## config.mk

```make
export PLATFORM = sky130hd
export DESIGN_NAME = shift_sequencer
export DESIGN_NICKNAME = d
export VERILOG_FILES = /design/src/rtl/shift_sequencer.sv
export SDC_FILE = /design/constraint.sdc
export NUM_CORES = 1
export LEC_CHECK = 0
export CORE_MARGIN = 8
export CORE_UTILIZATION = 38
export CTS_CLUSTER_DIAMETER = 150
export DETAILED_ROUTE_END_ITERATION = 12
export MAX_ROUTING_LAYER = met4
export PLACE_DENSITY_LB_ADDON = 0.12
export SKIP_LAST_GASP = 1
export SYNTH_ARGS = -nofsm -noshare
export SYNTH_HDL_FRONTEND = slang
export SYNTH_SLANG_ARGS = --single-unit
```

## constraint.sdc

```tcl
create_clock -name clk -period 1.9 [get_ports clk]
set_clock_uncertainty 0.2 [all_clocks]
set_input_delay 0.38 -clock clk [delete_from_list [all_inputs] [get_ports clk]]
set_output_delay 0.38 -clock clk [all_outputs]
set_load 0.02 [all_outputs]
```

## src/rtl/shift_sequencer.sv

```systemverilog
// rtl/shift_sequencer.sv - two-requester round-robin front end sequencing an RLS803 barrel shifter
module shift_sequencer #(
  parameter int WIDTH     = 8,
  parameter int SH_AMT_W  = 3,
  parameter int REQ_AMT_W = 4
) (
  input  logic                 clk,
  input  logic                 clear,
  input  logic [1:0]           req_valid,
  output logic [1:0]           req_ready,
  input  logic [WIDTH-1:0]     req0_data,
  input  logic [REQ_AMT_W-1:0] req0_amt,
  input  logic                 req0_dir,
  input  logic [WIDTH-1:0]     req1_data,
  input  logic [REQ_AMT_W-1:0] req1_amt,
  input  logic                 req1_dir,
  output logic                 resp_valid,
  input  logic                 resp_ready,
  output logic [WIDTH-1:0]     resp_data,
  output logic                 resp_id,
  output logic [WIDTH-1:0]     sh_data_in,
  output logic [SH_AMT_W-1:0]  sh_shift_amt,
  output logic                 sh_direction,
  output logic                 sh_clear_n,
  input  logic [WIDTH-1:0]     sh_data_out
);

  typedef enum logic [2:0] {
    S_IDLE = 3'd0,
    S_CLR  = 3'd1,
    S_LD   = 3'd2,
    S_SHF  = 3'd3,
    S_CAP  = 3'd4,
    S_RESP = 3'd5
  } state_t;

  // Largest amount the shifter takes in one cycle, expressed in request-amount width.
  localparam logic [REQ_AMT_W-1:0] MAX_STEP = REQ_AMT_W'((1 << SH_AMT_W) - 1);

  state_t               state_q, state_d;
  logic [WIDTH-1:0]     data_q, data_d;
  logic [REQ_AMT_W-1:0] rem_q, rem_d;
  logic                 dir_q, dir_d;
  logic                 id_q, id_d;
  logic                 last_grant_q, last_grant_d;
  logic [WIDTH-1:0]     resp_data_q, resp_data_d;
  logic                 resp_id_q, resp_id_d;

  logic                 any_valid;
  logic                 win_id;
  logic                 accept;
  logic [SH_AMT_W-1:0]  step_amt;
  logic [REQ_AMT_W-1:0] step_ext;
  logic                 last_step;

  // Round-robin arbiter: on a tie the requester that did not win last time goes first.
  always_comb begin
    any_valid = |req_valid;
    win_id    = 1'b0;
    if (req_valid == 2'b11) begin
      win_id = ~last_grant_q;
    end else if (req_valid[1]) begin
      win_id = 1'b1;
    end
  end

  assign accept = |(req_valid & req_ready);

  // Split the remaining amount into shifter-sized steps; the last step empties rem exactly.
  always_comb begin
    if (rem_q > MAX_STEP) begin
      step_amt = MAX_STEP[SH_AMT_W-1:0];
    end else begin
      step_amt = rem_q[SH_AMT_W-1:0];
    end
    step_ext  = {{(REQ_AMT_W-SH_AMT_W){1'b0}}, step_amt};
    last_step = (rem_q <= MAX_STEP);
  end

  // State register; clear drops any in-flight operation and re-arms req0 for the first tie.
  always_ff @(posedge clk or posedge clear) begin
    if (clear) begin
      state_q      <= S_IDLE;
      data_q       <= '0;
      rem_q        <= '0;
      dir_q        <= 1'b0;
      id_q         <= 1'b0;
      last_grant_q <= 1'b1;
      resp_data_q  <= '0;
      resp_id_q    <= 1'b0;
    end else begin
      state_q      <= state_d;
      data_q       <= data_d;
      rem_q        <= rem_d;
      dir_q        <= dir_d;
      id_q         <= id_d;
      last_grant_q <= last_grant_d;
      resp_data_q  <= resp_data_d;
      resp_id_q    <= resp_id_d;
    end
  end

  // Next-state logic: clear, load, zero or more shift steps, capture, then hold for the consumer.
  always_comb begin
    state_d = state_q;
    case (state_q)
      S_IDLE: if (accept) state_d = S_CLR;
      S_CLR:  state_d = S_LD;
      S_LD:   state_d = (rem_q == '0) ? S_CAP : S_SHF;
      S_SHF:  if (last_step) state_d = S_CAP;
      S_CAP:  state_d = S_RESP;
      S_RESP: if (resp_ready) state_d = S_IDLE;
      default: state_d = S_IDLE;
    endcase
  end

  // Operand latching, remaining-amount countdown and result capture.
  always_comb begin
    data_d       = data_q;
    rem_d        = rem_q;
    dir_d        = dir_q;
    id_d         = id_q;
    last_grant_d = last_grant_q;
    resp_data_d  = resp_data_q;
    resp_id_d    = resp_id_q;
    if (accept) begin
      data_d       = win_id ? req1_data : req0_data;
      rem_d        = win_id ? req1_amt  : req0_amt;
      dir_d        = win_id ? req1_dir  : req0_dir;
      id_d         = win_id;
      last_grant_d = win_id;
    end
    if (state_q == S_SHF) begin
      rem_d = rem_q - step_ext;
    end
    if (state_q == S_CAP) begin
      resp_data_d = sh_data_out;
      resp_id_d   = id_q;
    end
  end

  // Outputs decoded from state; the shifter is held cleared whenever no operation is running.
  always_comb begin
    req_ready    = 2'b00;
    resp_valid   = 1'b0;
    sh_clear_n   = 1'b0;
    sh_shift_amt = '0;
    sh_direction = 1'b0;
    sh_data_in   = '0;
    case (state_q)
      S_IDLE: begin
        if (!clear && any_valid) begin
          req_ready = win_id ? 2'b10 : 2'b01;
        end
      end
      S_LD: begin
        sh_clear_n = 1'b1;
        sh_data_in = data_q;
      end
      S_SHF: begin
        sh_clear_n   = 1'b1;
        sh_shift_amt = step_amt;
        sh_direction = dir_q;
      end
      S_CAP: begin
        sh_clear_n = 1'b1;
      end
      S_RESP: begin
        resp_valid = 1'b1;
      end
      default: begin
        req_ready = 2'b00;
      end
    endcase
  end

  assign resp_data = resp_data_q;
  assign resp_id   = resp_id_q;

endmodule

```

==> impl_metrics.tcl <==
set metrics [dict create \
    status "complete, but fails checks" \
    violations "negative setup slack" \
    track_usage_pct 14.0 \
    finalWorstSetupSlack_ps -180 \
    wl_per_cell_um 14.9 \
    crit_family "simple AND/OR/NAND/NOR gates" \
    crit_required_ps 1320 \
    die_height_um 78.0 \
    synth_nets 195 \
    arrival_ps 1500 \
    r2r_end "state_q[0]$_DFFE_PP0P_" \
    utilization_pct 71.1 \
    p_leak_nw 1.14 \
    portBuffers 63 \
    cp.buffers_inverters 1 \
    root_buffer "clkbuf_8" \
    path_max_fanout 3 \
    drive_gt1_share_pct 38.9 \
    synth_top_area_share_pct 44.5 \
    numCtsBuffers 3 \
    cp-end-kind "primary output" \
    vias 1479 \
    grt_start_max_net_pins 19 \
    initial_core_util_pct 39.7 \
    diodes 0 \
    min_period_over_period_pct 109 \
    layout_common_cells "46 x clkdlybuf4s50_1, 29 x buf_4, 26 x nand2_1, 26 x dfrtp_1, 21 x buf_6" \
    die_w_um 78.0 \
    setup_viol 27 \
    synth_seq_area_share_pct 46.3 \
    powerDensity_nw_per_um2 1440 \
    fin_setup_tns_ps -3350 \
    first_pass_iters 4 \
    finalCriticalPeriod_ps 2080 \
    rsz0062_at_grt "yes" \
    final_nets 293 \
    max_freq_ghz 0.481 \
    drv_slew 0 \
    grt_pass1_vias 1539 \
    yosys_warnings 0 \
    r2r_slack_ps -170 \
    crit_type "reg -> out" \
    fill_cells 293 \
    ios 64 \
    max_slew_margin_pct 62.6 \
    row_count 22 \
    netlist.top_cell.by_area "dfrtp_1" \
    hold_path_class "in -> async" \
    pre_cts_ws_ps -732 \
    gp_congestion 0.780 \
    crit_chain "or4_4 -> nor2_4 -> buf_6" \
    cp-start-kind "flop" \
    timing.hold.ws_ps 151 \
    dp_hpwl_um 3340 \
    synth_area_leaders "dfrtp_1 44%, mux2_2 7.7%, nand2_1 6.7%" \
    final-hold-violation-count 0 \
    timing.rr.start "state_q[0]$_DFFE_PP0P_" \
    cts.sinks 27 \
    vias_per_cell 4.93 \
    final_common_cell "clkdlybuf4s50_1" \
    clkTransAtPathRegs_ps 100 \
    r2r_cells 7 \
    drtIter0Drc 44 \
    finalPower_mw 3.78 \
    wl_um 4480 \
    htreeDepth 1 \
    cp_slowest_cell "or4_4" \
    worst-slew-pin-transition_ps 557 \
    grt_pass1_wl_um 6890 \
    ant_nets 0 \
    cts.path.max_buffers 2 \
    ys_types 41 \
    ys.flop_type "dfrtp_1" \
    async_flop_share_pct 100 \
    die_area_um2 6090 \
    ys_seq_elements 27 \
    cts_tree "built" \
    drv_cap 0 \
    slowest_delay_ps 550 \
    postCtsHoldBufs 0 \
    antenna_found_initial 0 \
    peakVddDrop_mv 0.762 \
    synthesis.instances 155 \
    grt_remaining_overflow 0 \
    synthToLayoutAreaGrowth_pct 79.4 \
    route.detailed.drc 0 \
    avgSynthCellArea_um2 9.44 \
    core_um2 3690 \
    clock_latency_ps 270 \
    synthesis.area_um2 1460 \
    synth_edf_count 0 \
]
## how the worst max path moves through the flow
stage | startpoint | slack (ps) | cells past startpoint | to
2_1_floorplan | state_q[1]$_DFFE_PP0P_ | 30 | 2 | req_ready[1]
3_3_place_gp | clear | -730 | 4 | req_ready[1]
3_5_place_dp | clear | -730 | 4 | req_ready[1]
4_1_cts | state_q[0]$_DFFE_PP0P_ | -170 | 3 | req_ready[1]
5_1_grt | state_q[1]$_DFFE_PP0P_ | -230 | 6 | sh_data_in[3]
6_report | state_q[0]$_DFFE_PP0P_ | -180 | 3 | req_ready[1]
## layer usage
layer | vias up | routed length (um) | track usage (%)
met4 | 0 | 65 | 3.33
met2 | 30 | 2450 | 26.3
met5 | - | 0 | -
met1 | 713 | 1770 | 14.2
li1 | 729 | - | -
met3 | 7 | 200 | 3.42
## power by group
part           switching [mW]  internal [mW]  leakage [nW]  total, mW
Sequential              0.207          0.868         0.314       1.07
Combinational            1.05           1.32         0.809       2.37
Clock                   0.187          0.149        0.0217      0.336
## cell usage after synthesis, types with 2 or more instances
master and n:
nand2_1 26, buf_6 2, nor2_1 18, nor3_1 2, a22o_1 2, a31oi_1 8, o21ai_0 6, dfrtp_1 26
mux2_2 10, a21oi_1 3, a21o_1 2, nor2b_1 2, inv_1 4, nor4_1 2, clkbuf_1 4, nand2b_1 3
o32a_1 2, or3_1 2, and2_1 9
## timing repair
action,CTS,global route
pin swaps,7,17
endpoints found under the setup margin,28,30
resized for setup,100,35
buffers inserted,7,6
## logic make-up (layout without fill, tap and decap cells)
family / after synthesis / after routing / synth area share, %
AO/OA/AOI/OAI: 32 / 32 / 15.7
adder cells (fa/ha/maj): 1 / 1 / 0.855
multiplexers: 10 / 10 / 7.70
flip-flops: 27 / 27 / 46.3
buffers and inverters: 11 / 108 / 3.93
AND/OR/NAND/NOR: 74 / 74 / 25.5
## tightest hold or removal path, stage by stage
cell and delay (ps):
dlygate4sd2_1 290, inv_1 100, buf_4 220
## stage by stage
stage	cell area (um^2)	std cells
2_1_floorplan	1470	155
3_3_place_gp	2320	284
3_5_place_dp	2320	284
4_1_cts	2460	295
5_1_grt	2620	300
6_report	2620	300
## layout make-up
type | instances | area, um^2 | share of cell area (%)
clock inverters | 1 | 7.51 | 0.286
inverters | 4 | 17.5 | 0.668
well taps | 48 | 60.1 | 2.29
flip-flops and latches | 27 | 677 | 25.8
clock buffers | 3 | 41.3 | 1.57
repair buffers | 100 | 983 | 37.5
multi-input cells | 117 | 837 | 31.9
## registers in the layout, summed over array words and instances, names as in the netlist
signal	flops
last_grant_q	1
resp_data	8
rem_q	4
data_q	8
dir_q	1
id_q	1
state_q	3
resp_id	1
(Power assumes the default switching activity.)
